--- src/rtl/cache_line_mover_if.sv ---
`default_nettype none
// ============================================================================
// Module   : cache_line_mover_if
// Brief    : Controller-side request/response and main-memory word port
//            bundle for the cache line mover.
// Revision : 1.0 - initial release
// ============================================================================
interface cache_line_mover_if #(
    parameter int TAG_W = 24,
    parameter int SET_W = 3,
    parameter int WORDS = 8
);
    logic                   req_valid;
    logic                   req_wb;
    logic [TAG_W-1:0]       req_tag;
    logic [SET_W-1:0]       req_set;
    logic [TAG_W-1:0]       victim_tag;
    logic [WORDS*32-1:0]    victim_line;
    logic                   busy;
    logic                   done;
    logic [WORDS*32-1:0]    fill_line;
    logic [31:0]            mem_addr;
    logic                   mem_rden;
    logic                   mem_wen;
    logic [31:0]            mem_wdata;
    logic [31:0]            mem_rdata;
    logic                   mem_ack;

    // The mover itself attaches through slave; the controller/memory side through master.
    modport slave (
        input  req_valid, req_wb, req_tag, req_set, victim_tag, victim_line,
        input  mem_rdata, mem_ack,
        output busy, done, fill_line,
        output mem_addr, mem_rden, mem_wen, mem_wdata
    );

    modport master (
        output req_valid, req_wb, req_tag, req_set, victim_tag, victim_line,
        output mem_rdata, mem_ack,
        input  busy, done, fill_line,
        input  mem_addr, mem_rden, mem_wen, mem_wdata
    );
endinterface
`default_nettype wire

--- src/rtl/cache_line_mover.sv ---
`default_nettype none
// ============================================================================
// Module   : cache_line_mover
// Brief    : Burst engine that writes back a dirty victim line (optional) and
//            then fetches a new line one word at a time for the cache.
// Revision : 1.0 - initial release
// ============================================================================
module cache_line_mover #(
    parameter int TAG_W = 24,
    parameter int SET_W = 3,
    parameter int WORDS = 8
) (
    input  wire logic          CLK,
    input  wire logic          reset_n,
    cache_line_mover_if.slave  bus
);
    localparam int CNT_W  = $clog2(WORDS);
    localparam int LINE_W = WORDS * 32;

    typedef enum logic [1:0] {
        S_IDLE = 2'd0,
        S_WB   = 2'd1,
        S_FILL = 2'd2,
        S_DONE = 2'd3
    } state_t;

    state_t              r_state;
    state_t              w_next;
    logic [CNT_W-1:0]    r_cnt;
    logic [TAG_W-1:0]    r_tag;
    logic [TAG_W-1:0]    r_vtag;
    logic [SET_W-1:0]    r_set;
    logic [LINE_W-1:0]   r_victim;
    logic [LINE_W-1:0]   r_fill;
    logic                w_last;
    logic [CNT_W+4:0]    w_bit_base;

    assign w_last     = (r_cnt == CNT_W'(WORDS - 1));
    assign w_bit_base = {r_cnt, 5'b00000};

    // State register plus the captured request and the line being assembled.
    always_ff @(posedge CLK) begin
        if (!reset_n) begin
            r_state  <= S_IDLE;
            r_cnt    <= '0;
            r_tag    <= '0;
            r_vtag   <= '0;
            r_set    <= '0;
            r_victim <= '0;
            r_fill   <= '0;
        end else begin
            r_state <= w_next;
            case (r_state)
                S_IDLE: begin
                    if (bus.req_valid) begin
                        r_tag    <= bus.req_tag;
                        r_vtag   <= bus.victim_tag;
                        r_set    <= bus.req_set;
                        r_victim <= bus.victim_line;
                        r_cnt    <= '0;
                    end
                end
                S_WB: begin
                    // Wraps 7 -> 0 exactly when handing over to the fill phase.
                    if (bus.mem_ack) begin
                        r_cnt <= r_cnt + CNT_W'(1);
                    end
                end
                S_FILL: begin
                    if (bus.mem_ack) begin
                        r_fill[w_bit_base +: 32] <= bus.mem_rdata;
                        r_cnt                    <= r_cnt + CNT_W'(1);
                    end
                end
                default: begin
                end
            endcase
        end
    end

    always_comb begin
        w_next        = r_state;
        bus.busy      = 1'b0;
        bus.done      = 1'b0;
        bus.mem_rden  = 1'b0;
        bus.mem_wen   = 1'b0;
        bus.mem_addr  = '0;
        bus.mem_wdata = '0;
        case (r_state)
            S_IDLE: begin
                if (bus.req_valid) begin
                    w_next = bus.req_wb ? S_WB : S_FILL;
                end
            end
            S_WB: begin
                bus.busy      = 1'b1;
                bus.mem_wen   = 1'b1;
                bus.mem_addr  = {r_vtag, r_set, r_cnt, 2'b00};
                bus.mem_wdata = r_victim[w_bit_base +: 32];
                if (bus.mem_ack && w_last) begin
                    w_next = S_FILL;
                end
            end
            S_FILL: begin
                bus.busy     = 1'b1;
                bus.mem_rden = 1'b1;
                bus.mem_addr = {r_tag, r_set, r_cnt, 2'b00};
                if (bus.mem_ack && w_last) begin
                    w_next = S_DONE;
                end
            end
            S_DONE: begin
                bus.busy = 1'b1;
                bus.done = 1'b1;
                w_next   = S_IDLE;
            end
            default: begin
                w_next = S_IDLE;
            end
        endcase
    end

    assign bus.fill_line = r_fill;

endmodule
`default_nettype wire

--- src/flat_wrapper.sv ---
// flat-port wrapper written by rule: the top's interface ports become plain ports
module cache_line_mover_flat 
#(
    parameter int TAG_W = 24,
    parameter int SET_W = 3,
    parameter int WORDS = 8
)
  (CLK, reset_n, bus_req_valid, bus_req_wb, bus_req_tag, bus_req_set, bus_victim_tag, bus_victim_line, bus_mem_rdata, bus_mem_ack, bus_busy, bus_done, bus_fill_line, bus_mem_addr, bus_mem_rden, bus_mem_wen, bus_mem_wdata);
  cache_line_mover_if #(.TAG_W(TAG_W), .SET_W(SET_W), .WORDS(WORDS)) bus_i ();
  input  wire logic CLK;
  input  wire logic reset_n;
  input wire logic [$bits(bus_i.req_valid)-1:0] bus_req_valid;
  input wire logic [$bits(bus_i.req_wb)-1:0] bus_req_wb;
  input wire logic [$bits(bus_i.req_tag)-1:0] bus_req_tag;
  input wire logic [$bits(bus_i.req_set)-1:0] bus_req_set;
  input wire logic [$bits(bus_i.victim_tag)-1:0] bus_victim_tag;
  input wire logic [$bits(bus_i.victim_line)-1:0] bus_victim_line;
  input wire logic [$bits(bus_i.mem_rdata)-1:0] bus_mem_rdata;
  input wire logic [$bits(bus_i.mem_ack)-1:0] bus_mem_ack;
  output wire logic [$bits(bus_i.busy)-1:0] bus_busy;
  output wire logic [$bits(bus_i.done)-1:0] bus_done;
  output wire logic [$bits(bus_i.fill_line)-1:0] bus_fill_line;
  output wire logic [$bits(bus_i.mem_addr)-1:0] bus_mem_addr;
  output wire logic [$bits(bus_i.mem_rden)-1:0] bus_mem_rden;
  output wire logic [$bits(bus_i.mem_wen)-1:0] bus_mem_wen;
  output wire logic [$bits(bus_i.mem_wdata)-1:0] bus_mem_wdata;
  assign bus_i.req_valid = bus_req_valid;
  assign bus_i.req_wb = bus_req_wb;
  assign bus_i.req_tag = bus_req_tag;
  assign bus_i.req_set = bus_req_set;
  assign bus_i.victim_tag = bus_victim_tag;
  assign bus_i.victim_line = bus_victim_line;
  assign bus_i.mem_rdata = bus_mem_rdata;
  assign bus_i.mem_ack = bus_mem_ack;
  assign bus_busy = bus_i.busy;
  assign bus_done = bus_i.done;
  assign bus_fill_line = bus_i.fill_line;
  assign bus_mem_addr = bus_i.mem_addr;
  assign bus_mem_rden = bus_i.mem_rden;
  assign bus_mem_wen = bus_i.mem_wen;
  assign bus_mem_wdata = bus_i.mem_wdata;
  cache_line_mover #(.TAG_W(TAG_W), .SET_W(SET_W), .WORDS(WORDS)) u_core (.CLK(CLK), .reset_n(reset_n), .bus(bus_i));
endmodule
--- config.mk ---
export PLATFORM = sky130hd
export DESIGN_NAME = cache_line_mover_flat
export DESIGN_NICKNAME = d
export VERILOG_FILES = /design/src/rtl/cache_line_mover_if.sv /design/src/rtl/cache_line_mover.sv /design/src/flat_wrapper.sv
export SDC_FILE = /design/constraint.sdc
export NUM_CORES = 1
export LEC_CHECK = 0
export CORE_AREA = 4 4 257 259
export CTS_CLUSTER_DIAMETER = 50
export DETAILED_ROUTE_END_ITERATION = 10
export DIE_AREA = 0 0 261 263
export DONT_BUFFER_PORTS = 1
export PLACE_DENSITY_LB_ADDON = 0.08
export SLEW_MARGIN = 15
export SYNTH_ARGS = -nofsm -noshare
export SYNTH_HDL_FRONTEND = slang
export SYNTH_SLANG_ARGS = --single-unit
--- constraint.sdc ---
create_clock -name CLK -period 2.5 [get_ports CLK]
set_input_delay 0.25 -clock CLK [delete_from_list [all_inputs] [get_ports CLK]]
set_output_delay 0.25 -clock CLK [all_outputs]
set_load 0.02 [all_outputs]
# After elaboration in Yosys (flattened, before gate mapping)
# Index checks and enable logic that the tools add are counted.
# word_totals
register_bits	568
out_inout_bits	324
elab_cells	44
# op_classes
addsub	2
eq_ne	8
shift	3
muxes	15
n_reduce_logical	9
# ops
operator	n
bitwise mux 256 bit	1
variable shift 32 x 10 -> 256 bit (first input constant)	1
variable part select 256 x 9 -> 32 bit	1
variable part select 32 x 10 -> 256 bit	1
case mux 32 bit (2 select lines)	1
two-way mux 32 bit	1
negator 8 -> 10 bit	1
two-way mux 2 bit	4
case mux 2 bit (4 select lines)	1
two-way mux 3 bit	2
!= test 2 x 1 -> 1 bit (second input constant)	3
case mux 3 bit (2 select lines)	1
AND reduction 3 bit	2
== test 2 bit (second input constant)	2
two-way mux 1 bit	4
AND reduction 2 bit	2
adder 3 x 1 -> 3 bit (second input constant)	1
== test 3 bit (second input constant)	1
OR reduction 3 bit	1
== test 2 x 1 -> 1 bit (second input constant)	1
zero test 2 bit	1
!= test 2 bit (second input constant)	1
nonzero test 2 bit	1
OR reduction 2 bit	1
logical AND 1 bit	1

# Longest topological paths before layout
# logic_depth
depth_word	4
depth_mapped	10
depth_no_buf	6

# Worst setup path before layout
# Ideal clock, no wire load.
# synth_path
kind	reg-to-reg
start	register u_core.r_cnt[1]
end	register u_core.r_fill[11], in the netlist u_core.bus.fill_line[11]
t_arrival_ns	2.511
t_required_ns	2.368
setup_slack_ns	-0.143
stages_incl_launch_ff	11
path_cell_list	dfxtp_1 buf_2 buf_2 buf_2 inv_1 ha_1 ha_1 or4b_4 clkbuf_1 o21ai_0 a21oi_1
# synth_via
elab_chain_cells	3
word_cells_on_any_way	4
# synth_rtl
item	line_no	text
start: declaration	cache_line_mover.sv:29	logic [CNT_W-1:0] r_cnt;
start signal: assignment	cache_line_mover.sv:66	r_cnt <= r_cnt + CNT_W'(1);
start signal: assignment	cache_line_mover.sv:72	r_cnt <= r_cnt + CNT_W'(1);
negator 8 -> 10 bit *	cache_line_mover.sv:71	r_fill[w_bit_base +: 32] <= bus.mem_rdata;
variable part select 32 x 10 -> 256 bit or variable shift 32 x 10 -> 256 bit (tied branches)	cache_line_mover.sv:71	
bitwise mux 256 bit *	cache_line_mover.sv:71	
end signal: indexed assignment	cache_line_mover.sv:71	
end: declaration	cache_line_mover.sv:34	logic [LINE_W-1:0] r_fill;
# Mark *: on every way between the ends. The rest lies on a longest branch, timed or not.
# A chain may end at the register's enable or synchronous reset.

# Worst setup path in the final report
# layout_path
start	register u_core.r_cnt[0]
end	output port bus_mem_wdata[25]
# layout_via
elab_chain_cells	2
# layout_rtl
item	line_no	text
variable part select 256 x 9 -> 32 bit	cache_line_mover.sv:99	bus.mem_wdata = r_victim[w_bit_base +: 32];
two-way mux 32 bit	cache_line_mover.sv:89	case (r_state)
end: declaration	flat_wrapper.sv:26	output wire logic [$bits(bus_i.mem_wdata)-1:0] bus_mem_wdata;
# No other way between the ends.

==> results.yml <==
clock_tree:
  path_clk_slew_ns: 0.05
  cts.sinks: 568
  clock_path_buffers: 3
  cts_tree: "yes"
  htree_levels: 3
  cts_buffers: 73
  root_buffer: "clkbuf_16"
  clock_latency_ns: 0.60
setup_path:
  end_kind: "primary output"
  cp.required_ns: 2.25
  path_class: "reg2out"
  cp.arrival_ns: 2.25
  critPathLaunchType: "flip-flop"
  worstPathMaxFanout: 5
global_route:
  grt_pass1_vias: 21250
  grt_max_degree: 129
  antenna_found_initial: 24
  gr-usage-all-layers: 0.2558
  gr-total-overflow: 0
  grt_pass1_wl_um: 134800
placed_design:
  hpwl_um: 62860
  dp_cells: 3438
  place.port_buffers: 0
  gp_congestion: 0.8322
  dpl_cell_area_um2: 24540
yosys:
  synth_enable_flop_cells: 0
  synth_area_leaders: "dfxtp_1 49%, nand2_1 16%, mux2i_1 8.3%"
  yosysMostFrequentCell: "nand2_1"
  async_flop_share: 0
  netlist_area_um2: 23380
  synth_top_area_frac: 0.4864
  ys.warnings.count: 0
  synth.avg_cell_area_um2: 8.620
  ys_types: 38
  ys_seq_elements: 568
  netlist_instances: 2712
  yosys.area.top_type: "dfxtp_1"
  ys_dominant_reg_cell: "dfxtp_1"
  synthTopCellsByCount: "969 x nand2_1, 568 x dfxtp_1, 376 x a21oi_1"
  ys_seq_area_frac: 0.4864
drt:
  drt-vias-per-instance: 5.237
  postRouteAntennaNets: 0
  first_pass_iters: 5
  drtIter0Drc: 1505
  wl_um: 92520
  drc_errors: 0
  post_drt_wl_per_cell_um: 23.02
  via_count: 21050
layout:
  fin_cells: 4019
  drive_gt1_frac: 0.1171
  utilization: 0.4963
  n_fill_cell: 5976
  postLayoutCellArea_um2: 31710
  syn_to_final_growth_pct: 35.62
  fin_nets: 3442
power:
  powerDensity_nw_per_um2: 928.8
  vdd_drop_max_v: 0.0007954
  p_leak_nw: 11.53
sta:
  timing.final.ws_setup_ns: -0.0001492
  period_share: 1.000
  slew_viol_final: 0
  worstMarginPinSlew_ns: 0.8257
  maxSlewHeadroom: 0.4482
  fin_hold_ws_ns: 0.05034
  fmax_mhz: 400.0
  finalHoldViolations: 0
  post-route-min-period_ns: 2.500
  finalSetupViolCount: 1
  rsz0062_at_grt: "true"
  skew_ns: 0.01793
floorplan:
  initial_core_util: 0.3659
  coreArea_um2: 63880
  die_w_um: 261
  pin_count: 668
  fp.dieH_um: 263
  rows: 93
  die-area_um2: 68640
status:
  status: "complete, but fails checks"
  violations: "negative setup slack"
worst_hold_path:
  hold_class: "in2reg"
run:
  max-cap-violations: 0
==> cells by family after synthesis <==
| logic type | share of synthesized area |
|---|---|
| flip-flops | 0.4864 |
| other | 0.0001604 |
| adder cells (fa/ha/maj) | 0.006958 |
| AND/OR/NAND/NOR | 0.1963 |
| AO/OA/AOI/OAI | 0.1186 |
| multiplexers | 0.1447 |
| buffers and inverters | 0.04694 |
==> state kept, by name, indices dropped and copies added, names as in the netlist <==
signal and flops:
u_core.r_vtag 24, u_core.r_cnt 3, u_core.r_set 3, u_core.r_tag 24
u_core.r_victim 256, u_core.r_state 2, u_core.bus.fill_line 256
==> path summary, 6_finish.rpt <==
| check | end | cells past startpoint | from | slack, ns |
|---|---|---|---|---|
| min reg2reg | u_core.r_victim[132] | 2 | u_core.r_victim[132] | 0.45 |
| max reg2reg | u_core.bus.fill_line[1] | 7 | u_core.r_cnt[0] | 0.09 |
| min | u_core.bus.fill_line[98] | 3 | bus_mem_rdata[2] | 0.05 |
| max | bus_mem_wdata[25] | 7 | u_core.r_cnt[0] | -0.0001 |
==> power by group <==
part           switching (mW)  internal, mW
logic                    4.95          3.12
clock network            4.19          6.64
registers               0.596          9.95
total                    9.74          19.7
==> per-layer routing <==
metal | GRT usage | share of wire | vias up
li1 | - | - | 9912
met1 | 0.2889 | 0.37 | 10210
met2 | 0.4436 | 0.49 | 731
met3 | 0.08831 | 0.096 | 190
met4 | 0.09798 | 0.037 | 8
met5 | 0 | 0.00053 | -
==> cell type report <==
| class | count | area (um^2) | area share |
|---|---|---|---|
| antenna | 21 | 52.55 | 0.001657 |
| clock inverter | 35 | 405.4 | 0.01279 |
| clock buffer | 98 | 2093 | 0.06602 |
| multi-input combinational | 1901 | 11120 | 0.3508 |
| inverter | 8 | 37.54 | 0.001184 |
| sequential | 568 | 11380 | 0.3590 |
| tap | 855 | 1070 | 0.03374 |
| timing repair buffer | 533 | 5543 | 0.1748 |
==> through the flow <==
stage | worst slack, ns | power, mW | TNS (ns)
after floorplan | 0.001883 | 15.28 | 0
after global placement | 0.2820 | 17.47 | 0
after detailed placement | 0.1944 | 17.60 | 0
after CTS | -0.05364 | 29.53 | -0.6274
after global routing | -0.09024 | 30.83 | -1.721
final | -0.0001492 | 29.45 | -0.0001492
==> layout by cell type (no fill, tap or decap), types with 4 or more instances in the layout <==
cell,instances
nand2_1,951
dfxtp_1,564
dlygate4sd3_1,410
a21oi_1,376
mux2i_1,194
buf_4,85
clkbuf_16,78
mux4_2,64
nor2b_1,57
nand3_1,35
o31ai_1,35
nand4_1,32
a22oi_1,24
buf_12,22
diode_2,21
a21boi_1,19
o21ai_1,16
o21ai_0,16
nand2_2,15
clkbuf_8,13
clkinv_2,11
clkbuf_1,10
a21boi_2,9
ha_1,9
bufinv_16,7
buf_16,7
inv_6,6
inv_1,5
clkinv_4,5
clkinvlp_4,5
a21boi_0,4
nor2_4,4
buf_6,4
==> worst max-delay path, cell delays in order (launching register included) <==
cell and delay (ns):
dfxtp_4 0.39, buf_12 0.12, buf_12 0.13, clkbuf_16 0.17, mux4_2 0.52, nand2_2 0.09
a21boi_1 0.06, buf_4 0.17
==> repair_timing <==
action,4_1_cts,5_1_grt
endpoints found under the hold margin,566,0
hold buffers,411,0
buffers inserted,6,4
resized for setup,57,37
pin swaps,3,6
gates cloned,5,3
setup endpoints to repair,47,95
(Power assumes the default switching activity.)
